**src/rtl/csr_trap_sequencer.sv**
```systemverilog
// Owns the CSR file's single read/write port: passes pipeline CSR accesses through when idle,
// and sequences machine trap entry (exception / interrupt) and MRET return through the write port.
module csr_trap_sequencer #(
  parameter logic [3:0]  MSTATUS_IDX = 4'h0,
  parameter logic [3:0]  MTVEC_IDX   = 4'h8,
  parameter logic [3:0]  MEPC_IDX    = 4'h9,
  parameter logic [3:0]  MCAUSE_IDX  = 4'hA,
  parameter logic [3:0]  MTVAL_IDX   = 4'hB,
  parameter logic [31:0] INT_CAUSE   = 32'h8000000B
) (
  input  logic        clock,
  input  logic        reset,
  input  logic        trapRequest,
  input  logic [31:0] trapCause,
  input  logic [31:0] trapPC,
  input  logic [31:0] trapValue,
  input  logic        interrupt,
  input  logic        mretRequest,
  input  logic        instCsrWriteEnable,
  input  logic [3:0]  instCsrDestination,
  input  logic [31:0] instCsrWriteData,
  input  logic [3:0]  instCsrReadSel,
  output logic [31:0] instCsrReadData,
  output logic [3:0]  destinationCSR,
  output logic [3:0]  readCSR,
  output logic [31:0] csrWriteData,
  output logic        csrDestinationEnable,
  input  logic [31:0] csrReadData,
  output logic        busy,
  output logic        redirectValid,
  output logic [31:0] redirectPC,
  output logic [3:0]  o_dbg_state
);

  typedef enum logic [3:0] {
    S_IDLE        = 4'd0,
    S_INT_CHECK   = 4'd1,
    S_SAVE_EPC    = 4'd2,
    S_SAVE_CAUSE  = 4'd3,
    S_SAVE_TVAL   = 4'd4,
    S_SET_STATUS  = 4'd5,
    S_REDIRECT    = 4'd6,
    S_MRET_EPC    = 4'd7,
    S_MRET_STATUS = 4'd8
  } state_t;

  state_t      r_state;
  state_t      w_next_state;
  logic [31:0] r_pc;
  logic [31:0] r_cause;
  logic [31:0] r_value;
  logic        r_is_int;
  logic [31:0] r_status;
  logic [31:0] r_redirect_pc;

  logic        w_accept;
  logic [31:0] w_trap_status;
  logic [31:0] w_mret_status;
  logic [31:0] w_vec_base;
  logic [31:0] w_trap_target;
  logic        w_we;
  logic        w_rv;
  logic [3:0]  w_dest;
  logic [3:0]  w_rsel;
  logic [31:0] w_wdata;

  assign w_accept = trapRequest | mretRequest | interrupt;

  // Trap entry: MPIE<=MIE, MIE<=0, MPP<=M. MRET: MIE<=MPIE, MPIE<=1, MPP<=M.
  assign w_trap_status = {r_status[31:13], 2'b11, r_status[10:8], r_status[3],
                          r_status[6:4], 1'b0, r_status[2:0]};
  assign w_mret_status = {csrReadData[31:13], 2'b11, csrReadData[10:8], 1'b1,
                          csrReadData[6:4], csrReadData[7], csrReadData[2:0]};

  // csrReadData holds mtvec while in SET_STATUS; vectoring applies to interrupts only.
  assign w_vec_base    = {csrReadData[31:2], 2'b00};
  assign w_trap_target = (r_is_int && csrReadData[1:0] == 2'b01)
                         ? w_vec_base + {r_cause[29:0], 2'b00}
                         : w_vec_base;

  always_ff @(posedge clock) begin
    if (reset) r_state <= S_IDLE;
    else       r_state <= w_next_state;
  end

  always_comb begin
    w_next_state = r_state;
    case (r_state)
      S_IDLE: begin
        if (trapRequest)      w_next_state = S_SAVE_EPC;
        else if (mretRequest) w_next_state = S_MRET_EPC;
        else if (interrupt)   w_next_state = S_INT_CHECK;
      end
      S_INT_CHECK:   w_next_state = csrReadData[3] ? S_SAVE_EPC : S_IDLE;
      S_SAVE_EPC:    w_next_state = S_SAVE_CAUSE;
      S_SAVE_CAUSE:  w_next_state = S_SAVE_TVAL;
      S_SAVE_TVAL:   w_next_state = S_SET_STATUS;
      S_SET_STATUS:  w_next_state = S_REDIRECT;
      S_MRET_EPC:    w_next_state = S_MRET_STATUS;
      S_MRET_STATUS: w_next_state = S_REDIRECT;
      S_REDIRECT:    w_next_state = S_IDLE;
      default:       w_next_state = S_IDLE;
    endcase
  end

  always_ff @(posedge clock) begin
    if (reset) begin
      r_pc          <= '0;
      r_cause       <= '0;
      r_value       <= '0;
      r_is_int      <= 1'b0;
      r_status      <= '0;
      r_redirect_pc <= '0;
    end else begin
      case (r_state)
        S_IDLE: begin
          if (trapRequest) begin
            r_pc     <= trapPC;
            r_cause  <= trapCause;
            r_value  <= trapValue;
            r_is_int <= 1'b0;
          end else if (mretRequest) begin
            r_is_int <= 1'b0;
          end else if (interrupt) begin
            r_pc     <= trapPC;
            r_cause  <= INT_CAUSE;
            r_value  <= '0;
            r_is_int <= 1'b1;
          end
        end
        S_SAVE_EPC:   r_status      <= csrReadData;
        S_SET_STATUS: r_redirect_pc <= w_trap_target;
        S_MRET_EPC:   r_redirect_pc <= {csrReadData[31:2], 2'b00};
        default: ;
      endcase
    end
  end

  always_comb begin
    w_rsel  = instCsrReadSel;
    w_dest  = instCsrDestination;
    w_wdata = instCsrWriteData;
    w_we    = 1'b0;
    w_rv    = 1'b0;
    case (r_state)
      S_IDLE:        w_we = instCsrWriteEnable & ~w_accept;
      S_INT_CHECK:   w_rsel = MSTATUS_IDX;
      S_SAVE_EPC: begin
        w_rsel  = MSTATUS_IDX;
        w_dest  = MEPC_IDX;
        w_wdata = r_pc;
        w_we    = 1'b1;
      end
      S_SAVE_CAUSE: begin
        w_dest  = MCAUSE_IDX;
        w_wdata = r_cause;
        w_we    = 1'b1;
      end
      S_SAVE_TVAL: begin
        w_dest  = MTVAL_IDX;
        w_wdata = r_value;
        w_we    = 1'b1;
      end
      S_SET_STATUS: begin
        w_rsel  = MTVEC_IDX;
        w_dest  = MSTATUS_IDX;
        w_wdata = w_trap_status;
        w_we    = 1'b1;
      end
      S_MRET_EPC:    w_rsel = MEPC_IDX;
      S_MRET_STATUS: begin
        w_rsel  = MSTATUS_IDX;
        w_dest  = MSTATUS_IDX;
        w_wdata = w_mret_status;
        w_we    = 1'b1;
      end
      S_REDIRECT:    w_rv = 1'b1;
      default: ;
    endcase
  end

  // Reset kills the write strobe and redirect in the very cycle it is asserted.
  assign csrDestinationEnable = w_we & ~reset;
  assign redirectValid        = w_rv & ~reset;
  assign destinationCSR       = w_dest;
  assign csrWriteData         = w_wdata;
  assign readCSR              = w_rsel;
  assign instCsrReadData      = csrReadData;
  assign busy                 = (r_state != S_IDLE);
  assign redirectPC           = r_redirect_pc;
  assign o_dbg_state          = r_state;

endmodule

```
**config.mk**
```make
export PLATFORM = sky130hd
export DESIGN_NAME = csr_trap_sequencer
export DESIGN_NICKNAME = d
export VERILOG_FILES = /design/src/rtl/csr_trap_sequencer.sv
export SDC_FILE = /design/constraint.sdc
export NUM_CORES = 1
export LEC_CHECK = 0
export ABC_AREA = 1
export BUFFER_PORTS_ARGS = -buffer_cell sky130_fd_sc_hd__buf_4
export CORE_ASPECT_RATIO = 0.9
export CORE_MARGIN = 2
export CORE_UTILIZATION = 40
export DETAILED_ROUTE_END_ITERATION = 10
export GPL_ROUTABILITY_DRIVEN = 0
export GPL_TIMING_DRIVEN = 0
export SKIP_CTS_REPAIR_TIMING = 1
export SLEW_MARGIN = 10
export SYNTH_ARGS = -nofsm -noshare
export SYNTH_HDL_FRONTEND = slang
export SYNTH_SLANG_ARGS = --single-unit
```
**constraint.sdc**
```tcl
create_clock -name clock -period 2.15 [get_ports clock]
set_input_delay 0 -clock clock [delete_from_list [all_inputs] [get_ports clock]]
set_output_delay 0 -clock clock [all_outputs]
set_load 0.02 [all_outputs]
```
# ---- Word-level counts from Yosys, hierarchy flattened
# Index checks and enable logic that the tools add are counted.
dict set report totals {
  input_bits 174
  register_bits 165
  out_inout_bits 111
  word_cells 61
}
dict set report op_classes {
  muxes 24
  addsub 1
  n_eq_ne 11
  reduce_logical 11
  bitwise 7
}
# operator count
set ops {}
lappend ops {{$mux 32} 10}
lappend ops {{$pmux 32 s5} 1}
lappend ops {{$pmux 32 s2} 1}
lappend ops {{$add 32x32->32} 1}
lappend ops {{$pmux 4 s7} 1}
lappend ops {{$eq 4x3->1 const B} 4}
lappend ops {{$pmux 4 s4} 1}
lappend ops {{$mux 4} 3}
lappend ops {{$pmux 4 s3} 1}
lappend ops {{$eq 4x2->1 const B} 2}
lappend ops {{$reduce_or 5->1} 1}
lappend ops {{$eq 4x1->1 const B} 1}
lappend ops {{$eq 4x4->1 const B} 1}
lappend ops {{$logic_not 4->1} 1}
lappend ops {{$mux 1} 4}
lappend ops {{$ne 4x4->1 const B} 1}
lappend ops {{$reduce_bool 2->1} 2}
lappend ops {{$reduce_bool 4->1} 1}
lappend ops {{$and 1x1->1} 3}
lappend ops {{$reduce_and 3->1} 1}
lappend ops {{$reduce_bool 3->1} 1}
lappend ops {{$reduce_or 3->1} 1}
lappend ops {{$eq 2x1->1 const B} 1}
lappend ops {{$mux 2} 1}
lappend ops {{7 further kinds} 9}

# ---- Depth between registers and ports, before layout
dict set report depth {
  word_depth 6
  depth_mapped 13
  depth_no_buf 13
}

# ---- Worst setup path after synthesis
# No wires, ideal clock.
dict set report synth_path {
  kind {reg2reg}
  from {register r_cause[0]}
  to {register r_redirect_pc[14] (netlist: redirectPC[14])}
  path_slack_ps 329
  n_path_buf 0
  setup_time_ps 134
  stages_incl_launch_ff 10
  required_ps 2016
  t_arrival_ps 1687
  period_less_slack_ps 1821
  path_cell_list {dfxtp_1 -> ha_1 -> fa_1 -> nand3_1 -> nand3_1 -> nand3_1 -> nand3_1 -> xor2_1 -> o21ai_0 -> a21oi_1}
}
dict set report synth_between {
  elab_chain_len 3
}
# item line
set synth_lines {}
lappend synth_lines {{start, declared} 50} ;# logic [31:0] r_cause;
lappend synth_lines {{start signal, assigned} 119} ;# r_cause <= trapCause;
lappend synth_lines {{$add 32x32->32} 78} ;# ? w_vec_base + {r_cause[29:0], 2'b00}
lappend synth_lines {{$mux 32} 78}
lappend synth_lines {{$pmux 32 s2} 115} ;# case (r_state)
lappend synth_lines {{end signal, assigned} 132} ;# S_SET_STATUS: r_redirect_pc <= w_trap_target;
lappend synth_lines {{end signal, assigned} 133} ;# S_MRET_EPC: r_redirect_pc <= {csrReadData[31:2], 2'b00};
lappend synth_lines {{end, declared} 54} ;# logic [31:0] r_redirect_pc;
# No other way between the ends.
# A chain may end at the register's enable or synchronous reset.

# ---- Worst setup path after layout
dict set report layout_path {
  from {register r_state[0] (netlist: o_dbg_state[0])}
  to {output port csrWriteData[27]}
}
dict set report layout_between {
  elab_chain_len 2
  elab_cells_between_ends 6
  classes_between {eq/ne (5); mux (1)}
}
# item line
set layout_lines {}
lappend layout_lines {{start, declared} 47} ;# state_t r_state;
lappend layout_lines {{start signal, assigned} 83} ;# else r_state <= w_next_state;
lappend layout_lines {{$eq 4x4->1, or another cell as far along} 145} ;# case (r_state)
lappend layout_lines {{$pmux 32 s5 (*)} 145}
lappend layout_lines {{end, declared} 26} ;# output logic [31:0] csrWriteData,
# Mark *: on every way between the ends. The rest lies on a longest branch, timed or not.

==> impl_metrics.ini <==
[status]
status = finished, violations left
violations = negative setup slack

[critical_path]
worstPathCellList = nor2_4 > inv_4 > nor3_4 > buf_6 > nor2_4 > nand2_4 > nor2_4 > buf_12 > buf_8 > nand2_1 > o211ai_1 > buf_4
critPathTopFamily = buffers and inverters
worstSetupEndpointType = output port
path_class = flop to output port
cp.arrival_ns = 2.22
critPathLaunchType = flop
crit_buf_inv = 5
critical_path_peak_fanout = 10
max_stage_delay_ns = 0.41
crit_path_frequent_cell = nor2_4
crit_required_ns = 2.15
cpMaxStageDelayCell = dfxtp_4

[job]
cap_viol_max_count = 0

[cells_and_area]
n_antenna_cell = 0
fillers = 2183
fin_cells = 2174
regArea_mm2 = 0.00322
area_growth_pct = 53.8
final_layout_size_suffix_gt1_share_pct = 26.1
fin_nets = 2064
multiInputGateArea_mm2 = 0.00537

[clock_network]
h-tree-depth = 4
cts-root-buf = clkbuf_16
cts_tree = built
clock_sinks = 160
numCtsBuffers = 17
clk_pin_slew_ns = 0.07
cts_buffer_depth = 2
clk_latency_ns = 0.43

[drt]
drt_iter0_markers = 1007
ant_nets = 0
via_count = 11382
drt_wl_total_mm = 41.0
routedWlPerCell_um = 18.9
drcViolationCount = 0
via_per_inst = 5.24
dr.pass1.iters = 6

[timing]
final-max-slew-violation-count = 0
rsz0062_at_grt = yes
layout_setup_ws_ns = -0.0737
whs_ns = 0.129
max_freq_ghz = 0.450
period_needed_ns = 2.22
finalHoldViolCount = 0
max_slew_margin_pct = 46.8
skew_ns = 0.0106
setup_viol = 29
tightest_slew_ns = 0.798
fin_crit_sh_pct = 103

[logic_synthesis]
synth_edf_count = 0
syn-cell-area_mm2 = 0.00942
ys_seq_area_share_pct = 34.0
yosys.area.top_type = dfxtp_1
async_flop_share_pct = 0
yosys-top-cells-area = dfxtp_1 34%, nand2_1 13%, a21oi_1 7.5%
synth_ff_type = dfxtp_1
synth_top_area_share_pct = 34.0
synthCells = 1413
avgSynthCellArea_um2 = 6.67
yosysWarnings = 0
synth-seq-cells = 160
yosysUniqueCellTypes = 41

[place]
dp_hpwl_mm = 31.1
portBuffers = 280
placed_cells = 1996

[floorplanning]
core_area_mm2 = 0.0232
die_area_mm2 = 0.0248
start_util_pct = 40.6
fp-row-count = 53
ioPinCount = 285
dieHeight_um = 150
die_w_um = 166

[pwr]
total_power_uw = 16500
peakVddDrop_v = 0.000691
power_density_mw_per_mm2 = 1140
p_leak_uw = 0.00688

[global_route]
grt_pass1_wl_mm = 56.9
grt_overflow_total = 0
antenna_found_initial = 0
grt_pass1_vias = 10009
grt_start_max_net_pins = 17
grt_use_total_pct = 30.1

[min_path]
hold_path.class = primary input to flop
==> area by class of cell <==
| type | instances | share of cell area, % |
|---|---|---|
| Buffer | 106 | 4.49 |
| Clock inverter | 14 | 1.19 |
| Sequential cell | 160 | 22.3 |
| Timing Repair Buffer | 427 | 24.7 |
| Tap cell | 302 | 2.61 |
| Clock buffer | 17 | 2.94 |
| Inverter | 180 | 4.76 |
| Multi-Input combinational cell | 968 | 37.1 |
==> synth_stat cells, drive strengths merged (4+ instances only) <==
master / n
nand3: 53
o21ai: 100
nor3: 10
a21oi: 141
o22ai: 7
buf: 67
dfxtp: 160
inv: 179
a221oi: 26
o211ai: 25
xor2: 8
ha: 29
o21bai: 4
a22oi: 54
a211oi: 5
nor2: 143
nand2: 339
nand4: 7
clkbuf: 39
==> layer usage <==
metal / share of wire, % / vias up / track usage [%]
met5: 0 / - / 0
met4: 1.9 / 0 / 7.61
met3: 7.7 / 62 / 6.37
met2: 47 / 524 / 49.1
met1: 43 / 5261 / 40.7
li1: - / 5535 / -
==> logic make-up after synthesis <==
family | share of synthesized area [%]
buffers and inverters | 13.4
XOR/XNOR | 0.930
AND/OR/NAND/NOR | 24.2
AO/OA/AOI/OAI | 23.4
adder cells (fa/ha/maj) | 4.07
flip-flops | 34.0
other | 0.0398
==> placed cells by master (no fill, tap or decap), drive strengths merged, types with 4 or more instances in the layout <==
cell	synthesis	final
nor2	143	143
buf	67	364
o21ai	100	100
nor3	10	10
inv	179	186
nand2	339	339
a211oi	5	5
nand4	7	7
xor2	8	8
clkbuf	39	56
dfxtp	160	160
o211ai	25	25
a22oi	54	54
a21oi	141	141
ha	29	29
o22ai	7	7
dlygate4sd3	0	130
nand3	53	53
a221oi	26	26
o21bai	4	4
==> flip-flops by register name, summed over array words and instances (netlist names) <==
signal	flops
r_cause	32
r_value	32
r_is_int	1
redirectPC	30
o_dbg_state	4
r_pc	32
r_status	29
==> report_power, final <==
group / leakage [µW] / total, µW / internal (µW) / switching, µW
clock: 0.000288 / 3180 / 1750 / 1430
sequential: 0.00132 / 4410 / 3820 / 589
combinational: 0.00528 / 8920 / 3410 / 5500
total: 0.00688 / 16500 / 8990 / 7520
==> worst min-delay path: cells and delay by family <==
family / cells / cell delay (ns)
compound gates: 1 / 0.21
buf+inv: 1 / 0.25
simple gates: 1 / 0.06
==> metrics by stage <==
stage | utilization (%) | area [µm²] | setup TNS [ns] | setup slack (ns)
global placement | 51.3 | 11900 | -5.62 | -0.395
CTS | 53.9 | 12500 | -24.73 | -0.804
detailed placement | 51.3 | 11900 | -5.64 | -0.325
finish | 62.4 | 14500 | -0.809 | -0.0737
floorplan | - | 9420 | 0 | 0.329
global route | 62.4 | 14500 | -3.40 | -0.165
==> worst paths after layout <==
| kind | from | to | slack [ns] | cells past startpoint |
|---|---|---|---|---|
| max reg2reg | o_dbg_state[3] | redirectPC[4] | 0.10 | 9 |
| min reg2reg | r_pc[17] | r_pc[17] | 0.46 | 2 |
| max | o_dbg_state[0] | csrWriteData[27] | -0.07 | 12 |
| min | trapRequest | r_value[6] | 0.13 | 3 |
(Power assumes the default switching activity.)
